===== src/rtl/aes_pkg.sv =====
// Shared AES control definitions: round count defaults,
// controller state encodings and the key-schedule RCON table.
package aes_pkg;

  localparam int unsigned NR_DEF = 10;
  localparam int unsigned CW_DEF = 4;

  typedef enum logic [1:0] {
    ST_IDLE   = 2'd0,
    ST_ROUNDS = 2'd1,
    ST_FINAL  = 2'd2,
    ST_HOLD   = 2'd3
  } state_e;

  // Round 1..10 -> RCON byte; anything else is 0
  function automatic logic [7:0] rcon_byte(
    input logic [31:0] round
  );
    logic [7:0] b;
    unique case (round)
      32'd1:   b = 8'h01;
      32'd2:   b = 8'h02;
      32'd3:   b = 8'h04;
      32'd4:   b = 8'h08;
      32'd5:   b = 8'h10;
      32'd6:   b = 8'h20;
      32'd7:   b = 8'h40;
      32'd8:   b = 8'h80;
      32'd9:   b = 8'h1b;
      32'd10:  b = 8'h36;
      default: b = 8'h00;
    endcase
    return b;
  endfunction

endpackage


===== src/rtl/aes_rcon_rom.sv =====
// Combinational RCON lookup for the key expansion,
// indexed by the controller round counter.
module aes_rcon_rom
  import aes_pkg::*;
#(
  parameter int unsigned CW = CW_DEF
) (
  input  logic [CW-1:0] round_i,
  output logic [31:0]   rcon_o
);

  // RCON word is the table byte in the top lane
  always_comb begin
    rcon_o = {rcon_byte(32'(round_i)), 24'h0};
  end

endmodule


===== src/rtl/aes_round_ctrl.sv =====
// Round sequencer for the iterative AES-128 datapath:
// one block per handshake, rounds 0..NR, result held until taken.
module aes_round_ctrl
  import aes_pkg::*;
#(
  parameter int unsigned NR = NR_DEF,
  parameter int unsigned CW = CW_DEF
) (
  input  logic          CLK,
  input  logic          RST_N,
  input  logic          SOFT_CLR,
  input  logic          IN_VALID,
  output logic          IN_READY,
  output logic          OUT_VALID,
  input  logic          OUT_READY,
  output logic          SEL_FIRST,
  output logic          SEL_LAST,
  output logic          LOAD_EN,
  output logic          OUT_LOAD,
  output logic [CW-1:0] ROUND,
  output logic [31:0]   RCON,
  output logic          BUSY
);

  localparam logic [CW-1:0] LAST_MID = CW'(NR - 1);
  localparam logic [CW-1:0] ONE      = CW'(1);
  localparam state_e        ST_ACC   =
    (NR == 1) ? ST_FINAL : ST_ROUNDS;

  state_e        state_q, state_d;
  logic [CW-1:0] round_q, round_d;
  logic          in_ready;
  logic          accept;

  // State and round counter registers
  always_ff @(posedge CLK or negedge RST_N) begin
    if (!RST_N) begin
      state_q <= ST_IDLE;
      round_q <= '0;
    end else begin
      state_q <= state_d;
      round_q <= round_d;
    end
  end

  // Next state, counter and datapath strobes
  always_comb begin
    state_d   = state_q;
    round_d   = round_q;
    in_ready  = 1'b0;
    SEL_FIRST = 1'b0;
    SEL_LAST  = 1'b0;
    LOAD_EN   = 1'b0;
    OUT_LOAD  = 1'b0;
    accept    = 1'b0;
    unique case (state_q)
      ST_IDLE: begin
        in_ready = 1'b1;
      end
      ST_ROUNDS: begin
        LOAD_EN = 1'b1;
        round_d = round_q + ONE;
        if (round_q == LAST_MID) begin
          state_d = ST_FINAL;
        end
      end
      ST_FINAL: begin
        SEL_LAST = 1'b1;
        OUT_LOAD = 1'b1;
        state_d  = ST_HOLD;
        round_d  = '0;
      end
      ST_HOLD: begin
        in_ready = OUT_READY;
        if (OUT_READY) begin
          state_d = ST_IDLE;
        end
      end
      default: begin
        state_d = ST_IDLE;
        round_d = '0;
      end
    endcase
    // abort blocks the handshake in its own cycle
    if (SOFT_CLR) begin
      in_ready = 1'b0;
    end
    accept = in_ready & IN_VALID;
    // a retiring HOLD may accept in the same cycle
    if (accept) begin
      SEL_FIRST = 1'b1;
      LOAD_EN   = 1'b1;
      round_d   = ONE;
      state_d   = ST_ACC;
    end
    if (SOFT_CLR) begin
      state_d = ST_IDLE;
      round_d = '0;
    end
  end

  // Status decoded from the registered state
  always_comb begin
    IN_READY  = in_ready;
    OUT_VALID = (state_q == ST_HOLD);
    BUSY      = (state_q == ST_ROUNDS) |
                (state_q == ST_FINAL);
    ROUND     = round_q;
  end

  aes_rcon_rom #(
    .CW(CW)
  ) u_rcon (
    .round_i(round_q),
    .rcon_o (RCON)
  );

endmodule

===== config.mk =====
export PLATFORM = sky130hd
export DESIGN_NAME = aes_round_ctrl
export DESIGN_NICKNAME = d
export VERILOG_FILES = /design/src/rtl/aes_pkg.sv /design/src/rtl/aes_rcon_rom.sv /design/src/rtl/aes_round_ctrl.sv
export SDC_FILE = /design/constraint.sdc
export NUM_CORES = 1
export LEC_CHECK = 0
export ABC_AREA = 1
export BUFFER_PORTS_ARGS = -buffer_cell sky130_fd_sc_hd__buf_2
export CAP_MARGIN = 25
export CELL_PAD_IN_SITES_DETAIL_PLACEMENT = 1
export CELL_PAD_IN_SITES_GLOBAL_PLACEMENT = 1
export CORE_UTILIZATION = 28
export DETAILED_ROUTE_END_ITERATION = 10
export PLACE_DENSITY_LB_ADDON = 0.08
export SETUP_SLACK_MARGIN = 0.2
export SYNTH_ARGS = -nofsm -noshare
export SYNTH_HDL_FRONTEND = slang
export SYNTH_SLANG_ARGS = --single-unit
export TNS_END_PERCENT = 10

===== constraint.sdc =====
create_clock -name CLK -period 2.1 [get_ports CLK]
set_input_delay 0.21 -clock CLK [delete_from_list [all_inputs] [get_ports CLK]]
set_output_delay 0.21 -clock CLK [all_outputs]
set_load 0.01 [all_outputs]

==> impl.org <==
** Floorplan
- In this run the standard cell core region covers 2590 µm².
- After floorplanning, the core was divided into 18 placement rows.
- Number of primary I/O pins :: 48
- DIE HEIGHT :: 55.4 µm
- Die area :: 3060 µm²
- Once the floorplan was initialized, standard cells occupied 30.8% of the core.
- Horiz. Die Dim :: 55.4 µm

** Timing
- # setup viols final :: 0
- Hold Slack :: 0.315 ns
- Final Max Slew Viols :: 0
- Derived from the worst setup path, the maximum achievable clock frequency is 0.554 GHz.
- Unrepaired setup endpoints after global routing :: no
- After layout, the worst setup slack is 0.296 ns.
- The clock arrives with 0.00258 ns of skew.
- Accumulated negative setup slack :: 0 ns
- After layout, the minimum clock period comes to 1.80 ns.
- In the finished design, the share of the clock period the worst path needs comes to 85.9%.
- Final count of hold timing violations :: 0

** Synthesis
- After synthesis, the largest family of logic cells by area is buffers and inverters.
- The synthesized netlist devotes 25.0% of its cell area to simple gates.
- Yosys printed 0 warnings.
- The commonest cells after synthesis are buf_4 (25), nand2_1 (20), inv_1 (17), ha_1 (11), nand3_1 (7).
- Cell with the most instances after synthesis :: buf_4
- Counting flops with an async set or reset pin after synthesis yields a share of 100%.
- After synthesis the netlist holds a flip-flop and latch count of 6.
- Post-Synthesis Cell Area :: 797 µm²
- Counting distinct cell types in the post-synthesis netlist gives 19.
- Counting flops with a built-in enable in the synthesized netlist gives 0.
- XOR/XNOR share of the synthesized area :: 0%
- Synthesized netlist cell count :: 110
- Synth Area in Compound Gates :: 6.44%
- In the synthesized netlist the dominant register cell turns out to be dfrtp_1.
- Largest area contributor in the synthesized netlist :: buf_4
- Most area-consuming cells after synthesis :: buf_4 (24%), dfrtp_1 (19%), ha_1 (17%)
- The share of synthesized area in the top cell type comes to 23.5%.
- In this run the mean area of a mapped cell was 7.25 µm².
- Of the synthesized area, sequential elements account for 18.8%.
- After Yosys synthesis, full adders, half adders and majority gates account for 17.3% of the synthesized area.
- Multiplexer share of the synthesized area :: 0%

** Clock network
- Maximum clock insertion buffer count :: 2
- Root Driver :: clkbuf_4
- Number of levels the H-tree was split into :: 1
- Clock latency at the later pin of the worst-skew pair :: 0.24 ns
- Clock tree from TritonCTS :: built
- Number of buffers created by CTS :: 3
- Clock-pin slew was measured on the worst setup and hold paths at 0.04 ns.
- Total number of clock tree sinks :: 6

** Detailed routing
- Number of violations reported at the end of detailed-routing iteration 0 :: 4
- DRC errors left :: 0
- Final ANT Viol Nets :: 0
- 1st-pass router iterations :: 2
- The routed layout has 684 vias.
- For this block, the routed nets add up to 1660 µm of wire.
- In the final routed layout, each cell accounts on average for 9.99 µm.
- Dividing the detail-routed via count by the number of cells gives 4.12.

** Global routing
- Global-route layer with the greatest usage :: met2
- Across every metal layer, demand over resource in global routing totals 11.6%.
- Global routing usage on met3 :: 1.64%
- Entering global routing, the biggest net connects 11 pins.
- Antenna violations before repair :: 0
- Global routing used 17.7% of the available met2 tracks.
- M1 GR Usage :: 15.4%
- The number of global-route vias before repair came to 644.
- First-pass GRT wire length :: 2850 µm
- Residual overflow from global routing :: 0

** Layout
- Once layout is complete, the cells apart from fillers number 166.
- The post-route netlist has 25.7% of its cells at a drive strength greater than 1.
- Layout Cell Area excl Fill :: 891 µm²
- Storage cell area :: 153 µm²
- Nets@finish :: 154
- Post-route core utilization :: 34.4%
- Summing all multi-input logic gate instances after layout gives 478 µm².
- Ant. Diodes :: 0
- Count of filler cells inserted in the layout :: 342
- Layout-stage area growth over the synthesis result :: 11.8%

** Placement
- DP HPWL :: 1430 µm
- Once placement finished, the instance area stood at 848 µm².
- Pre-CTS setup slack :: 0.437 ns
- Port buffering added 23 buffers.
- The congestion estimate from routability-driven global placement came to 0.811.
- Once placement completed, the tool counted placed cells totaling 161.

** Job
- Number of max-cap violations :: 0

** Critical path
- In this run the worst path has a maximum fanout of 10.
- Internal reg-to-reg setup slack :: 0.50 ns
- The worst setup path is launched from a flip-flop.
- Worst endpoint required time :: 1.89 ns
- R2R cell count :: 8
- Category of the critical setup timing path :: flip-flop to output port
- Tracing the worst setup path back leads to its startpoint at state_q[0]$_DFFE_PN0P_.
- Worst reg2reg startpoint :: state_q[0]$_DFFE_PN0P_
- Data arrives at the worst endpoint at 1.59 ns.
- Critical path endpoint category :: output port

** Power
- Power per Cell Area :: 1000 nW/µm²
- Final total power :: 0.894 mW
- Largest vdd supply drop :: 0.000435 V
- The analysis attributes to cell leakage a power of 0.556 nW.

** Worst hold path
- The worst hold path belongs to the class input port to async pin.

** Run status
- The flow ran to the end, and the final reports show no timing, DRC or antenna violations.
==> placed cells by master, fill, tap and decap left out <==
master / count
inv_1: 17
nor2_4: 1
clkbuf_4: 3
nand3_1: 7
nand3_4: 1
buf_4: 1
ha_1: 11
nor2_1: 6
dfrtp_1: 4
nor3_1: 1
o22ai_1: 3
nand2_2: 1
o21ai_0: 3
dlygate4sd3_1: 1
a21oi_1: 2
buf_2: 23
conb_1: 24
nand2_1: 20
nand4_1: 1
o211ai_1: 1
inv_2: 1
dfrtp_2: 2
nand3_2: 2
==> critical path, stage by stage (launching register included) <==
cell and delay [ns]:
dfrtp_2 0.40, inv_1 0.07, ha_1 0.36, nor2_4 0.17
nand3_4 0.15, nand2_1 0.08, buf_2 0.12
==> final timing paths <==
kind,to
worst max-delay path,LOAD_EN
worst min-delay path,state_q[0]$_DFFE_PN0P_
worst max register to register,state_q[1]$_DFFE_PN0P_
worst min register to register,state_q[0]$_DFFE_PN0P_
max in group asynchronous,state_q[1]$_DFFE_PN0P_
min in group CLK,state_q[0]$_DFFE_PN0P_
==> report_power, final <==
group          switching, mW  internal, mW  leakage (nW)  total [mW]
registers             0.0490         0.153        0.0776       0.202
clock network         0.0371        0.0643        0.0138       0.101
logic                  0.373         0.217         0.465       0.590
total                  0.459         0.435         0.556       0.894
==> per-layer routing <==
layer | share of wire [%] | up-vias
met5 | 0 | -
met4 | 0.48 | 0
met3 | 2.9 | 2
met2 | 47 | 26
met1 | 50 | 311
li1 | - | 345
==> kinds of logic (layout without fill, tap and decap cells) <==
family | after synthesis | after routing
flops | 6 | 6
simple gates | 40 | 40
compound gates | 9 | 9
other cells | 1 | 24
buf+inv | 43 | 46
fa+ha+maj | 11 | 11
==> layout make-up <==
| type | count | share of cell area (%) |
|---|---|---|
| Inverter | 18 | 7.58 |
| Timing Repair Buffer | 25 | 14.9 |
| Multi-Input combinational cell | 84 | 53.7 |
| Sequential cell | 6 | 17.1 |
| Clock buffer | 3 | 2.53 |
| Tap cell | 30 | 4.21 |
==> state kept, by name, summed over array words and instances, names as in the netlist <==
name,count
ROUND,4
state_q,2
==> what timing repair did <==
item,4_1_cts,5_1_grt
setup buffers,0,1
setup endpoints to repair,0,2
hold endpoints to repair,6,0
gates resized for setup,0,2
hold buffers,1,0
Power figures use the tool's default switching activity.
